## src/rtl/exhaustive_pattern_sweeper.sv

```systemverilog
// Exhaustive stimulus + MISR response capture for small single-output DUTs (ascending patterns 0..2^W-1).
// Latency: pattern 0 is applied at the start edge; done rises 2^W*HOLD cycles later.
// Backpressure: none; start while busy is ignored and abort cancels at the next edge.
// Optional response bitmap (full truth table readback) is built when RESP_BITMAP_EN is defined.
module exhaustive_pattern_sweeper #(
  parameter int          W     = 4,
  parameter int          HOLD  = 1,
  parameter int          SIG_W = 16,
  parameter logic [31:0] POLY  = 32'h0000_100B,
  parameter logic [31:0] SEED  = 32'h0000_0000
) (
  input  logic             CK,
  input  logic             reset,
  input  logic             start,
  input  logic             abort,
  input  logic             dut_out,
  output logic [W-1:0]     pattern,
  output logic             pattern_valid,
  output logic             busy,
  output logic             done,
  output logic [SIG_W-1:0] signature,
  output logic [W:0]       ones_count,
  input  logic [W-1:0]     rd_idx,
  output logic             rd_bit
);

  localparam int              HW        = (HOLD > 1) ? $clog2(HOLD) : 1;
  localparam logic [HW-1:0]   HOLD_LAST = HW'(HOLD - 1);
  localparam logic [W-1:0]    PAT_LAST  = {W{1'b1}};
  localparam logic [SIG_W-1:0] POLY_L   = POLY[SIG_W-1:0];
  localparam logic [SIG_W-1:0] SEED_L   = SEED[SIG_W-1:0];

  typedef enum logic [1:0] {
    S_IDLE  = 2'd0,
    S_APPLY = 2'd1,
    S_DONE  = 2'd2
  } state_t;

  state_t           r_state;
  logic [W-1:0]     r_pattern;
  logic             r_valid;
  logic             r_busy;
  logic             r_done;
  logic [SIG_W-1:0] r_sig;
  logic [W:0]       r_ones;
  logic [HW-1:0]    r_hold;

  logic             w_start_go;
  logic             w_sample;
  logic [SIG_W-1:0] w_sig_next;

  // A sweep may start from IDLE, or from DONE unless abort wins that cycle.
  assign w_start_go = start &&
                      ((r_state == S_IDLE) || ((r_state == S_DONE) && !abort));

  // Response is sampled on the last cycle of each hold window, never on an abort cycle.
  assign w_sample = (r_state == S_APPLY) && !abort && (r_hold == HOLD_LAST);

  // Shift left, fold the MSB back through the taps, inject the new response at bit 0.
  assign w_sig_next = {r_sig[SIG_W-2:0], 1'b0}
                    ^ (r_sig[SIG_W-1] ? POLY_L : {SIG_W{1'b0}})
                    ^ {{(SIG_W-1){1'b0}}, dut_out};

  // Sweep controller: state, stimulus, hold counter and compacted results.
  always_ff @(posedge CK or negedge reset) begin
    if (!reset) begin
      r_state   <= S_IDLE;
      r_pattern <= '0;
      r_valid   <= 1'b0;
      r_busy    <= 1'b0;
      r_done    <= 1'b0;
      r_sig     <= SEED_L;
      r_ones    <= '0;
      r_hold    <= '0;
    end else if (w_start_go) begin
      r_state   <= S_APPLY;
      r_pattern <= '0;
      r_valid   <= 1'b1;
      r_busy    <= 1'b1;
      r_done    <= 1'b0;
      r_sig     <= SEED_L;
      r_ones    <= '0;
      r_hold    <= '0;
    end else begin
      case (r_state)
        S_APPLY: begin
          if (abort) begin
            // Partial signature and count are kept for inspection.
            r_state <= S_IDLE;
            r_valid <= 1'b0;
            r_busy  <= 1'b0;
            r_done  <= 1'b0;
            r_hold  <= '0;
          end else if (w_sample) begin
            r_sig  <= w_sig_next;
            r_ones <= r_ones + {{W{1'b0}}, dut_out};
            r_hold <= '0;
            if (r_pattern != PAT_LAST) begin
              r_pattern <= r_pattern + 1'b1;
            end else begin
              // Last pattern stays on the bus so the DUT input is not disturbed.
              r_state <= S_DONE;
              r_valid <= 1'b0;
              r_busy  <= 1'b0;
              r_done  <= 1'b1;
            end
          end else begin
            r_hold <= r_hold + 1'b1;
          end
        end
        S_DONE: begin
          if (abort) begin
            r_state <= S_IDLE;
            r_done  <= 1'b0;
          end
        end
        S_IDLE: begin
          r_state <= S_IDLE;
        end
        default: begin
          r_state <= S_IDLE;
        end
      endcase
    end
  end

  assign pattern       = r_pattern;
  assign pattern_valid = r_valid;
  assign busy          = r_busy;
  assign done          = r_done;
  assign signature     = r_sig;
  assign ones_count    = r_ones;

`ifdef RESP_BITMAP_EN
  logic [(2**W)-1:0] r_bitmap;

  // Truth-table capture: one bit per pattern, cleared whenever a sweep starts.
  always_ff @(posedge CK or negedge reset) begin
    if (!reset) begin
      r_bitmap <= '0;
    end else if (w_start_go) begin
      r_bitmap <= '0;
    end else if (w_sample) begin
      r_bitmap[r_pattern] <= dut_out;
    end
  end

  assign rd_bit = r_bitmap[rd_idx];
`else
  logic w_unused_rd_idx;

  assign w_unused_rd_idx = ^rd_idx;
  assign rd_bit          = 1'b0;
`endif

endmodule

```

## config.mk

```make
export PLATFORM = sky130hd
export DESIGN_NAME = exhaustive_pattern_sweeper
export DESIGN_NICKNAME = d
export VERILOG_FILES = /design/src/rtl/exhaustive_pattern_sweeper.sv
export SDC_FILE = /design/constraint.sdc
export NUM_CORES = 1
export LEC_CHECK = 0
export CORE_ASPECT_RATIO = 1.2
export CORE_MARGIN = 2
export CORE_UTILIZATION = 47
export CTS_BUF_LIST = sky130_fd_sc_hd__clkbuf_4 sky130_fd_sc_hd__clkbuf_8 sky130_fd_sc_hd__clkbuf_16
export CTS_CLUSTER_DIAMETER = 200
export DETAILED_ROUTE_END_ITERATION = 10
export GPL_TIMING_DRIVEN = 0
export PLACE_DENSITY = 0.89
export SYNTH_ARGS = -nofsm -noshare
export SYNTH_HDL_FRONTEND = slang
export SYNTH_SLANG_ARGS = --single-unit
```

## constraint.sdc

```tcl
create_clock -name CK -period 2.2 [get_ports CK]
set_clock_uncertainty 0.15 [all_clocks]
set_input_delay 0.33 -clock CK [delete_from_list [all_inputs] [get_ports CK]]
set_output_delay 0.33 -clock CK [all_outputs]
set_load 0.01 [all_outputs]
```

==> metrics.md <==
| Metric | Value |
|---|---|
| Mapped Nets | 131 |
| DIE HEIGHT | 62.96 um |
| R2r startpoint | r_state[0] |
| Worst slack, placed | -0.09207 ns |
| TritonCTS buffer count | 5 |
| Clk pin slew, worst setup/hold paths | 0.09 ns |
| GRT Resource Usage Total | 20.24% |
| First-pass GRT wire length | 4.940 mm |
| Highest net fanout along the worst path | 10 |
| Setup crit start | start |
| Crit path capture type | register |
| CP cell instances | clkdlybuf4s50_1 -> nor2b_1 -> a21oi_1 -> buf_2 -> a22o_1 |
| Antenna-violating nets left | 0 |
| NumNets Final | 170 |
| # fillers | 231 |
| Die area | 3345 um^2 |
| CTS H-tree depth | 2 |
| Ant. Diodes | 0 |
| Final Cell Area | 1783 um^2 |
| Post-synth cell types | 38 |
| Worst slew margin | 54.24% |
| I/O Buffers | 31 |
| Footprint of the multi-input gates | 548.0 um^2 |
| Final Setup Violations | 0 |
| Depth of the worst hold-timing path | 2 |
| Hold WC Path Type | input port to register |
| Power Density | 683.8 nW/um^2 |
| Layout cells sized above 1 | 9.434% |
| Largest net degree at the start of global routing | 31 |
| Initial antenna violation count | 0 |
| Clk Latency, worst-skew pair | 0.33 ns |
| Fmax | 0.5068 GHz |
| Pin slew with the least headroom to its limit | 0.6864 ns |
| Reg2reg path depth | 4 |
| Die X | 53.13 um |
| TritonCTS clock tree | built |
| Max incr delay on CP | 0.55 ns |
| Warnings, synthesis | 0 |
| Register area share after synthesis | 55.15% |
| PnR worst setup slack | 0.2268 ns |
| CTS Buffer Depth | 2 |
| Minimum clock period | 1.973 ns |
| Area Overhead vs Synth | 30.97% |
| CP max stage cell | a21oi_1 |
| Drt first pass iters | 5 |
| Post-synthesis async set-or-reset flop share | 100.0% |
| Post-cts sizing count | 0 |
| DRC | 0 |
| Via count | 1111 |
| Arrival @ worst endpoint | 2.09 ns |
| Max Cap Violations | 0 |
| Main synth FF type | dfrtp_1 |
| Hold Vio Cnt, Final | 0 |
| Overflow after GRT | 0 |
| Syn avg cell area | 11.44 um^2 |
| CP Class | input port to register |
| Root buf cell | clkbuf_4 |
| Synth Register Bits | 30 |
| Total Routed Length | 2.895 mm |
| Core area | 2785 um^2 |
| Peak supply drop | 0.4613 mV |
| Dpl hpwl | 1.985 mm |
| Final period utilization | 89.69% |
| P_leak | 0.8282 nW |
| WP data required | 2.31 ns |
| Status | complete, no violations |
| RSZ-0062 raised after global routing | false |
| Cell row count | 21 |
| GP Congestion | 0.7641 |
| Vias per inst | 5.756 |
| DRT iter0 DRCs | 23 |
| WL/cell | 15.00 um |
| Area after DPL | 1714 um^2 |
| IO Pins | 38 |
| Synthesized instance count | 119 |
| Vias in the first global route | 1102 |
| Initial Util | 48.88% |
| Startpoint class of the critical path | input port |
| Pins Over Slew Limit | 0 |
| Post-synthesis cell area | 1361 um^2 |
| Post-cts hold buffer count | 0 |
| # Post-CTS Setup Buffers | 0 |
| Number of flops mapped to enable cells by yosys | 0 |
| Storage cell area | 750.7 um^2 |
| Sink Count | 30 |
| Min-delay src | abort |
-- worst paths after layout --
| check | end | slack [ns] |
|---|---|---|
| max reg2reg | signature[14] | 0.24 |
| min reg2reg | signature[10] | 0.38 |
| max in group asynchronous | signature[13] | 1.06 |
| max | signature[14] | 0.23 |
| min in group asynchronous | pattern[0] | 0.40 |
| min | r_state[1] | 0.04 |
-- state kept, by name, indices dropped and copies added (netlist names) --
register    cells
signature      16
busy            1
ones_count      5
r_state         2
pattern         4
done            1
r_hold          1
-- per-stage QoR --
stage               instances  setup TNS (ns)  util (%)  total power (W)  hold WS, ns
finish                    193               0     64.02         0.001219      0.03503
global route              193               0     64.02         0.001287      0.03100
CTS                       192               0     63.84         0.001235      0.01805
detailed placement        184         -0.7773     61.55        0.0008794       0.3636
global placement          184         -0.2498     61.55        0.0008660       0.3582
floorplan                 119               0         -        0.0007537      -0.1156
-- cells by family after synthesis --
group | count (synthesis) | synth area share (%)
buf+inv | 12 | 4.595
other cells | 1 | 0.2755
flops | 30 | 55.15
fa+ha+maj | 3 | 2.758
simple gates | 29 | 13.51
xor+xnor | 4 | 2.573
compound gates | 39 | 20.40
mux | 1 | 0.7353
-- synth_stat cells, types with 2 or more instances --
cell | count | area, um^2
ha_1 | 3 | 37.54
nor2b_1 | 3 | 18.77
buf_4 | 2 | 15.01
nand3_1 | 2 | 10.01
a22o_1 | 18 | 157.7
a21oi_1 | 7 | 35.03
or3_1 | 4 | 25.02
dfrtp_1 | 30 | 750.7
nand2_1 | 2 | 7.510
nor2_1 | 5 | 18.77
o21ai_0 | 5 | 25.02
inv_1 | 4 | 15.01
nand2b_1 | 2 | 12.51
a31oi_1 | 3 | 18.77
clkbuf_1 | 2 | 7.510
buf_2 | 2 | 10.01
xor2_1 | 4 | 35.03
-- power breakdown --
group / internal, W / switching [W] / leakage, nW / total [W]
sequential: 0.000586 / 0.0000391 / 0.411 / 0.000625
combinational: 0.000124 / 0.000119 / 0.379 / 0.000243
clock: 0.000167 / 0.000185 / 0.0387 / 0.000352
-- layout make-up --
| cell class | instances | share of cell area, % |
|---|---|---|
| plain buffers | 8 | 2.667 |
| clock buffers | 7 | 3.298 |
| clock inverters | 1 | 0.2807 |
| inverters | 4 | 0.8421 |
| multi-input cells | 77 | 30.74 |
| flip-flops and latches | 30 | 42.11 |
| well taps | 34 | 2.386 |
| repair buffers | 32 | 17.68 |
-- cells in the final DEF (no fill, tap or decap), drive strengths merged, types with 2 or more instances in the layout --
| cell type | count |
|---|---|
| clkbuf | 9 |
| a31oi | 3 |
| buf | 7 |
| nor2 | 5 |
| nor2b | 3 |
| nand2b | 2 |
| xor2 | 4 |
| nand2 | 2 |
| or3 | 4 |
| inv | 4 |
| a21oi | 7 |
| dfrtp | 30 |
| nor4b | 2 |
| clkdlybuf4s50 | 30 |
| ha | 3 |
| nand3 | 2 |
| o21ai | 6 |
| a22o | 18 |
-- worst max-delay path, delay by kind of cell --
family / cells / cell delay, ns
AOI/OAI and AO/OA: 2 / 0.71
buffers and inverters: 2 / 0.85
and+or+nand+nor: 1 / 0.20
-- layer usage --
layer,global-route usage (%),up-vias,wire length (um)
met1,24.53,561,1249
met5,0,-,0
met3,7.177,5,139
met4,8.013,0,41
li1,-,515,-
met2,32.19,30,1464
Power figures use the tool's default switching activity.
==> variant (config.mk and constraints unchanged) <==
Re-encode `state_t` (3 states) as one-hot, 3 bits wide.
--- a/src/rtl/exhaustive_pattern_sweeper.sv
+++ b/src/rtl/exhaustive_pattern_sweeper.sv
@@ -30,10 +30,10 @@
   localparam logic [SIG_W-1:0] POLY_L   = POLY[SIG_W-1:0];
   localparam logic [SIG_W-1:0] SEED_L   = SEED[SIG_W-1:0];
 
-  typedef enum logic [1:0] {
-    S_IDLE  = 2'd0,
-    S_APPLY = 2'd1,
-    S_DONE  = 2'd2
+  typedef enum logic [2:0] {
+    S_IDLE  = 3'b001,
+    S_APPLY = 3'b010,
+    S_DONE  = 3'b100
   } state_t;
 
   state_t           r_state;
Formal check against the unedited RTL: same outputs for any inputs over 10 cycles, from zero or initial values and one cycle with reset low; not proved beyond that.
==> variant against the original RTL <==
- critical path depth fell by 4
- global-route usage is 0.60 points lower
- final area rose by 8.2%
- highest routed layer unchanged
- worst setup slack gained 0.14 ns
- sequential cell count rose by 1
- synthesized area grew 8.2%
- combinational power is 15% lower
- synthesized cell count is 27% higher
- critical path type is now flop to output port
- routed wire length grew 4.6%
- power grew 7.1%
- largest power group unchanged
==> variant: results (changes against the original RTL) <==
set qor(synthTopCellsByCount) {nand2_1, dfrtp_1, o21ai_0} ;# was dfrtp_1, a22o_1, a21oi_1
set qor(wl_per_cell_um) 13.3 ;# was 15.0 um
set qor(leakagePower_nw) 0.840 ;# was 0.828 nW
set qor(max_slew_headroom_pct) 56.0 ;# was 54.2%
set qor(status) {complete, no violations} ;# unchanged
set qor(timing.critical_path.arrival_ns) 1.35 ;# was 2.09 ns
set qor(dieWidth_um) 55.1 ;# was 53.1 um
set qor(power.clock.fraction_pct) 36.2 ;# was 28.8%
set qor(dr.first_iter.drc_count) 14 ;# was 23
set qor(gp_routability_congestion) 0.792 ;# was 0.764
set qor(multi_input_cells) 109 ;# was 77
set qor(groute.layer.met3.usage_pct) 6.59 ;# was 7.18%
set qor(grt_first_pass_wirelength_um) 5080 ;# was 4940 um
set qor(signal_buffer_area_fraction_pct) 20.4 ;# about the same
set qor(clock_tree_area_fraction_pct) 4.47 ;# was 3.58%
set qor(finish.net_count) 203 ;# was 170
set qor(yosys_register_bits) 31 ;# was 30
set qor(count_of_inverters_not_on_the_clock_network_in_the_layout) 1 ;# was 4
set qor(crit_path_max_fanout) 6 ;# was 10
set qor(met2_usage_pct) 29.6 ;# was 32.2%
set qor(slowest_stage) {clkdlybuf4s50_1} ;# was a21oi_1
set qor(final_layout_size_suffix_gt1_share_pct) 10.9 ;# was 9.43%
set qor(grt_max_degree) 32 ;# was 31
set qor(sw_frac_of_total_pct) 25.5 ;# was 28.1%
set qor(hpwlAfterDp_um) 2120 ;# was 1980 um
set qor(worstHoldPathType) {flop to flop} ;# was input port to flop
set qor(use_met1_pct) 25.3 ;# was 24.5%
set qor(irDropWorstVdd_v) 0.000493 ;# was 0.000461 V
set qor(seq_share_pct) 40.3 ;# was 42.1%
set qor(syn-num-nets) 163 ;# was 131
set qor(vias) 1188 ;# was 1,111
set qor(synth_area_leaders) {dfrtp_1, nand2_1, o21ai_0, ha_1, nand3_1} ;# was dfrtp_1, a22o_1, ha_1, a21oi_1, xor2_1
set qor(multi_input_comb_area_um2) 623 ;# was 548 um^2
set qor(fill_cells) 257 ;# was 231
set qor(first_pass_iters) 4 ;# was 5
set qor(grt_usage_pct) 19.6 ;# was 20.2%
set qor(max_stage_delay_ns) 0.57 ;# was 0.55 ns
set qor(p_comb_share_pct) 15.8 ;# was 19.9%
set qor(yosys.cell_types.count) 36 ;# was 38
## variant: cell types whose count changed after synthesis, moves of 3 or more
cell,delta
nor2_1,+3
o21ai_0,+10
xnor2_1,+4
o22ai_1,+3
or3_1,-3
a31oi_1,-3
nand2_1,+30
nand3_1,+5
inv_1,-3
a22o_1,-18
## variant: metrics by stage
stage          power (mW)  worst slack, ns  cells  cell area, um^2  hold slack [ns]
6_report             1.31            0.368    228             1930            0.370
5_1_grt              1.38            0.293    228             1930            0.403
4_1_cts              1.31            0.365    227             1920            0.372
3_5_place_dp        0.846           0.0456    219             1840            0.336
3_3_place_gp        0.841           0.0983    219             1840            0.345
2_1_floorplan       0.753            0.594    151             1470           -0.116
## variant: final timing paths
check                                         start                         to  slack (ns)  depth (start not counted)
setup / recovery             pattern[2]$_DFFE_PN0P_                 pattern[2]        0.37                          1
hold / removal             signature[9]$_DFFE_PN0P_  signature[10]$_DFFE_PN0P_        0.37                          2
setup reg to reg             r_state[2]$_DFFE_PN0P_   signature[1]$_DFFE_PN0P_        0.39                          5
hold reg to reg            signature[9]$_DFFE_PN0P_  signature[10]$_DFFE_PN0P_        0.37                          2
max in group asynchronous                     reset  signature[15]$_DFFE_PN0P_        1.08                          2
min in group asynchronous                     reset         r_hold$_DFFE_PN0P_        0.39                          2
## variant: cells by family after synthesis
family | count (synthesis) | synth area share, %
muxes | 1 | 0.680
DFF | 31 | 52.8
AOI/OAI and AO/OA | 32 | 12.9
xor gates and xnor gates | 8 | 4.76
buffers and inverters | 11 | 4.93
adders and majority gates | 3 | 2.55
and+or+nand+nor | 64 | 21.2
other | 1 | 0.255
## variant: routing by layer
layer | part of all wire [%] | up-vias
met5 | 0 | -
met3 | 5.1 | 7
li1 | - | 584
met1 | 44 | 565
met4 | 1.9 | 0
met2 | 49 | 32
